`config.mk`:
```
export PLATFORM = sky130hd
export DESIGN_NAME = simd_pe
export DESIGN_NICKNAME = d
export VERILOG_FILES = /design/src/rtl/simd_pe.sv
export SDC_FILE = /design/constraint.sdc
export NUM_CORES = 2
export LEC_CHECK = 0
export BUFFER_PORTS_ARGS = -buffer_cell sky130_fd_sc_hd__buf_2
export CORE_ASPECT_RATIO = 0.7
export CORE_UTILIZATION = 48
export CTS_BUF_LIST = sky130_fd_sc_hd__clkbuf_4 sky130_fd_sc_hd__clkbuf_8 sky130_fd_sc_hd__clkbuf_16
export DETAILED_ROUTE_END_ITERATION = 10
export PLACE_DENSITY = 0.65
export SLEW_MARGIN = 25
export SYNTH_ARGS = -nofsm -noshare
export SYNTH_HDL_FRONTEND = slang
export SYNTH_SLANG_ARGS = --single-unit
```
`constraint.sdc`:
```
create_clock -name i_clk -period 14.4 [get_ports i_clk]
set_input_delay 2.88 -clock i_clk [delete_from_list [all_inputs] [get_ports i_clk]]
set_output_delay 2.88 -clock i_clk [all_outputs]
set_load 0.01 [all_outputs]
```
`src/rtl/simd_pe.sv`:
```
// SIMD processing element: loads two operand vectors from shared memory chunk by
// chunk, applies a lanewise ADD/SUB/MUL/MAC and writes results back.
module simd_pe #(
  parameter int LANES  = 5,
  parameter int USIZE  = 16,
  parameter int ADDR_W = 16,
  parameter int CNT_W  = 10,
  localparam int BUS_W = LANES * USIZE,
  localparam int SW    = $clog2(LANES + 1)
) (
  input  logic              i_clk,
  input  logic              i_rstn,
  input  logic              i_en,
  input  logic              i_valid,
  input  logic [1:0]        i_cmd,
  input  logic [ADDR_W-1:0] i_payload,
  input  logic              i_grant_rd,
  input  logic              i_grant_wr,
  input  logic [BUS_W-1:0]  i_data,
  output logic [ADDR_W-1:0] o_addr,
  output logic              o_req_rd,
  output logic              o_req_wr,
  output logic [BUS_W-1:0]  o_data,
  output logic [SW-1:0]     o_wr_size,
  output logic              o_wr_en,
  output logic              o_busy,
  output logic              o_finish,
  output logic [3:0]        o_dbg_state
);

  // Handshake: a command is accepted on a rising edge where i_valid is high and
  // i_cmd matches the setup state; a memory access completes on a rising edge
  // where its request and the matching grant are both high.

  typedef enum logic [3:0] {
    S_IDLE, S_LD_A, S_LD_B, S_INFO, S_STORE,
    S_FETCH_A, S_FETCH_B, S_WRITE, S_FINISHED
  } state_t;

  localparam logic [1:0] CMD_LD    = 2'd0;
  localparam logic [1:0] CMD_INFO  = 2'd1;
  localparam logic [1:0] CMD_STORE = 2'd2;
  localparam logic [1:0] OP_ADD    = 2'd0;
  localparam logic [1:0] OP_SUB    = 2'd1;
  localparam logic [1:0] OP_MUL    = 2'd2;
  localparam logic [1:0] OP_MAC    = 2'd3;

  state_t state, state_n;

  logic [ADDR_W-1:0] addr_a, addr_b, wr_addr;
  logic [1:0]        op;
  logic [CNT_W-1:0]  count, remaining, chunk;
  logic [BUS_W-1:0]  reg_a, reg_b, acc;
  logic [BUS_W-1:0]  lane_res, mac_next;
  logic              last_chunk;

  assign chunk      = (remaining < CNT_W'(LANES)) ? remaining : CNT_W'(LANES);
  assign last_chunk = (remaining <= CNT_W'(LANES));

  function automatic logic [USIZE-1:0] alu(input logic [1:0] f,
                                           input logic [USIZE-1:0] a,
                                           input logic [USIZE-1:0] b);
    logic [USIZE-1:0] r;
    case (f)
      OP_ADD:  r = a + b;
      OP_SUB:  r = a - b;
      default: r = a * b;
    endcase
    return r;
  endfunction

  // MAC multiplies against i_data directly since reg_b is loaded in the same edge.
  always_comb begin
    lane_res = '0;
    mac_next = acc;
    for (int k = 0; k < LANES; k++) begin
      if (k < int'(chunk)) begin
        lane_res[BUS_W-1-k*USIZE -: USIZE] =
          alu(op, reg_a[BUS_W-1-k*USIZE -: USIZE], reg_b[BUS_W-1-k*USIZE -: USIZE]);
        mac_next[BUS_W-1-k*USIZE -: USIZE] = acc[BUS_W-1-k*USIZE -: USIZE] +
          alu(OP_MUL, reg_a[BUS_W-1-k*USIZE -: USIZE], i_data[BUS_W-1-k*USIZE -: USIZE]);
      end
    end
  end

  always_ff @(posedge i_clk) begin
    if (!i_rstn) state <= S_IDLE;
    else         state <= state_n;
  end

  always_comb begin
    state_n = state;
    case (state)
      S_IDLE:     if (i_en) state_n = S_LD_A;
      S_LD_A:     if (i_valid && i_cmd == CMD_LD) state_n = S_LD_B;
      S_LD_B:     if (i_valid && i_cmd == CMD_LD) state_n = S_INFO;
      S_INFO:     if (i_valid && i_cmd == CMD_INFO) state_n = S_STORE;
      S_STORE:    if (i_valid && i_cmd == CMD_STORE)
                    state_n = (count == '0) ? S_FINISHED : S_FETCH_A;
      S_FETCH_A:  if (i_grant_rd) state_n = S_FETCH_B;
      S_FETCH_B:  if (i_grant_rd)
                    state_n = (op != OP_MAC || last_chunk) ? S_WRITE : S_FETCH_A;
      S_WRITE:    if (i_grant_wr)
                    state_n = (op == OP_MAC || last_chunk) ? S_FINISHED : S_FETCH_A;
      S_FINISHED: if (i_valid) state_n = S_IDLE;
      default:    state_n = S_IDLE;
    endcase
  end

  always_ff @(posedge i_clk) begin
    if (!i_rstn) begin
      addr_a    <= '0;
      addr_b    <= '0;
      wr_addr   <= '0;
      op        <= '0;
      count     <= '0;
      remaining <= '0;
      reg_a     <= '0;
      reg_b     <= '0;
      acc       <= '0;
    end else begin
      case (state)
        S_LD_A: if (i_valid && i_cmd == CMD_LD) addr_a <= i_payload;
        S_LD_B: if (i_valid && i_cmd == CMD_LD) addr_b <= i_payload;
        S_INFO: if (i_valid && i_cmd == CMD_INFO) begin
          op    <= i_payload[1:0];
          count <= i_payload[CNT_W+1:2];
        end
        S_STORE: if (i_valid && i_cmd == CMD_STORE) begin
          wr_addr   <= i_payload;
          remaining <= count;
          acc       <= '0;
        end
        S_FETCH_A: if (i_grant_rd) reg_a <= i_data;
        S_FETCH_B: if (i_grant_rd) begin
          reg_b <= i_data;
          if (op == OP_MAC) begin
            acc       <= mac_next;
            addr_a    <= addr_a + ADDR_W'(LANES);
            addr_b    <= addr_b + ADDR_W'(LANES);
            remaining <= remaining - chunk;
          end
        end
        S_WRITE: if (i_grant_wr && op != OP_MAC) begin
          addr_a    <= addr_a + ADDR_W'(LANES);
          addr_b    <= addr_b + ADDR_W'(LANES);
          wr_addr   <= wr_addr + ADDR_W'(LANES);
          remaining <= remaining - chunk;
        end
        default: ;
      endcase
    end
  end

  always_comb begin
    o_addr    = '0;
    o_req_rd  = 1'b0;
    o_req_wr  = 1'b0;
    o_data    = '0;
    o_wr_size = '0;
    o_wr_en   = 1'b0;
    case (state)
      S_FETCH_A: begin
        o_req_rd = 1'b1;
        o_addr   = addr_a;
      end
      S_FETCH_B: begin
        o_req_rd = 1'b1;
        o_addr   = addr_b;
      end
      S_WRITE: begin
        o_req_wr  = 1'b1;
        o_addr    = wr_addr;
        o_data    = (op == OP_MAC) ? acc : lane_res;
        o_wr_size = (op == OP_MAC) ? SW'(LANES) : SW'(chunk);
        o_wr_en   = i_grant_wr;
      end
      default: ;
    endcase
  end

  assign o_busy      = (state != S_IDLE);
  assign o_finish    = (state == S_FINISHED);
  assign o_dbg_state = state;

endmodule

```
==> impl_metrics.json <==
{
  "min_path_type": "flop to flop",
  "critPathSlowestCell": "dfxtp_1",
  "place_hpwl_um": 142000,
  "fmax_ghz": 0.102,
  "finalHoldViolCount": 0,
  "post_cts_buffers": 0,
  "gp_routability_congestion": 0.944,
  "clock_latency_ns": 0.61,
  "rows": 109,
  "cts-htree-levels": 2,
  "final.setup.tns_ns": 0,
  "post-place-ws_ns": 5.15,
  "required_ns": 11.52,
  "ir_worst_vdd_uv": 68.4,
  "boundaryPins": 212,
  "cts_tree": "built",
  "io_buffers": 211,
  "start_util": 0.488,
  "netlist_top_cells_area": "fa_1, ha_1, dfxtp_1",
  "status": "finished clean",
  "grt_pass1_vias": 52500,
  "crit_type": "flop to output port",
  "drtIter0Drc": 4406,
  "cts_hold_repair.buffers": 0,
  "root_buffer": "clkbuf_16",
  "num_vias": 52400,
  "ys_ff_latch": 314,
  "grt_pass1_wl_um": 297000,
  "synth_cell_types": 78,
  "netlist.area_leader.share": 0.262,
  "place_area_um2": 64200,
  "arrival_ns": 6.97,
  "die_y_um": 303,
  "clock-sinks": 314,
  "overflow": 0,
  "synthCells": 7919,
  "relSlewSlack": 0.307,
  "dr.pass1.iters": 6,
  "fin_nets": 9375,
  "grt_use_total": 0.288,
  "synthFlopType": "dfxtp_1",
  "cap_violations": 0,
  "fin_area_um2": 65400,
  "period_needed_ns": 9.85,
  "antenna_found_initial": 3,
  "async_reset_ff_frac": 0,
  "totalWireLength_um": 187000,
  "synth_warnings": 0,
  "slew_violations": 0,
  "clockBufferDepth": 3,
  "critPathBufInv": 6,
  "syn_avg_cell_area_um2": 7.83,
  "detail-route-antenna-nets": 0,
  "die_area_um2": 131000,
  "synth.most_common_cell": "nand2_1",
  "fin_skew_ns": 0.0201,
  "setup_violations": 0,
  "path_clk_slew_ns": 0.07,
  "grt_start_max_net_pins": 136,
  "cp_max_fo": 19,
  "cts_buffers": 39,
  "tightest_slew_ns": 1.04,
  "ys_seq_area_frac": 0.101,
  "ctsResizeCount": 0,
  "synth_edf_count": 0,
  "synthTopCellsByCount": "nand2_1, inv_1, fa_1",
  "setup_slack_ns": 4.55,
  "die_width_um": 432,
  "syn_nets": 9487,
  "cpLargestDelayFamily": "adder cells",
  "drc": 0,
  "synthToLayoutAreaGrowth_pct": 5.51,
  "vias_per_cell": 5.48,
  "core_um2": 127000,
  "p_leak_uw": 0.0310,
  "cp-start-kind": "flop",
  "wl_per_cell_um": 19.5,
  "drive_above_1_share": 0.0541,
  "power.density_nw_per_um2": 34.6,
  "synth.cell_area_um2": 62000,
  "end_kind": "output port",
  "path_cells": "nand2_1, fa_1, inv_1, fa_1, inv_1, fa_1, inv_1, fa_1, inv_1, fa_1, inv_1, fa_1, xor2_1, xnor2_1, xnor2_1, xnor2_1, xnor2_1, xnor2_1, xnor2_1, o21ai_0, a22oi_1, buf_2",
  "period_share": 0.684,
  "rsz0062_at_grt": "false",
  "power_uw": 2260,
  "worst_path_largest_cell_delay_ns": 0.82,
  "synth_top_cell_by_area": "fa_1"
}
==> registers in the layout, indices dropped and copies added, names as in the netlist <==
signal,flops
acc,80
reg_a,80
reg_b,80
addr_a,16
addr_b,16
wr_addr,16
count,10
remaining,10
o_dbg_state,4
op,2
==> tightest hold or removal path, delay by kind of cell (launching register included) <==
family / cells / cell delay (ns)
compound gates: 1 / 0.05
flops: 1 / 0.32
simple gates: 1 / 0.06
==> cell usage in the layout (no fill, tap or decap), drive strengths merged, types with 7 or more instances in the layout <==
cell type  Yosys  layout
nor2b         54      54
dfxtp        314     314
o41a           7       7
a31o           9       9
o21a          47      47
a21o          62      62
nor3         102     102
xnor2        434     434
nand2       1306    1306
o31ai         30      30
xor2         154     154
fa           810     810
nand4          9       9
mux2i         26      26
nor4          27      27
ha           654     654
mux2          17      17
clkbuf       415      49
or3           25      25
o41ai         15      15
a211oi        21      21
and3          25      25
a21oi        497     497
nor2         381     381
nand3         53      53
clkinv         1      10
o21ai        218     218
inv         1270    1276
a22oi         54      54
a311oi         8       8
or2           10      10
a22o          21      21
buf           24     286
a32oi          7       7
and2         639     639
a31oi         28      28
o21bai        19      19
a41oi          9       9
nand2b        35      35
==> where the power goes <==
part	total [uW]	internal, uW	leakage, uW	switching, uW
combinational	333	111	0.0279	223
sequential	906	877	0.00253	28.7
clock	1030	557	0.000617	469
==> kinds of logic (layout without fill, tap and decap cells) <==
group / count (synthesis) / count (layout) / synth area share
compound gates: 1119 / 1119 / 0.110
xor+xnor: 588 / 588 / 0.0831
fa+ha+maj: 1464 / 1464 / 0.394
buf+inv: 1710 / 1626 / 0.104
flops: 314 / 314 / 0.101
mux: 43 / 43 / 0.00729
other cells: 0 / 1 / 0
simple gates: 2681 / 2681 / 0.200
==> metrics by stage <==
stage	hold WS, ns	utilization	std cells
finish	0.476	0.515	9556
global route	0.498	0.515	9555
CTS	0.478	0.515	9555
detailed placement	0.469	0.505	9486
global placement	0.463	0.505	9486
floorplan	0.446	-	7919
==> area by class of cell <==
class / instances / area (um2)
Antenna cell: 1 / 2.50
Fill cell: 12300 / 61700
Tap cell: 1720 / 2150
Multi-Input combinational cell: 5895 / 49300
Clock inverter: 20 / 173
Clock buffer: 49 / 1080
Inverter: 1271 / 4780
Timing Repair Buffer: 286 / 1620
Sequential cell: 314 / 6290
==> metal layers <==
metal	routed length [um]	vias to the layer above	share of wire	track usage
met5	27	-	0.00014	0
met4	6800	4	0.036	0.100
met3	14300	295	0.076	0.0454
met2	81800	1868	0.44	0.448
met1	83700	25700	0.45	0.405
li1	-	24500	-	-
==> path summary, 6_finish.rpt <==
kind / startpoint / to / slack, ns / depth (start not counted)
worst min-delay path: wr_addr[15] / wr_addr[15] / 0.48 / 2
worst max register to register: reg_a[22] / acc[31] / 7.37 / 22
worst min register to register: wr_addr[15] / wr_addr[15] / 0.48 / 2
worst max-delay path: reg_b[49] / o_data[63] / 4.55 / 22
Power figures use the tool's default switching activity.
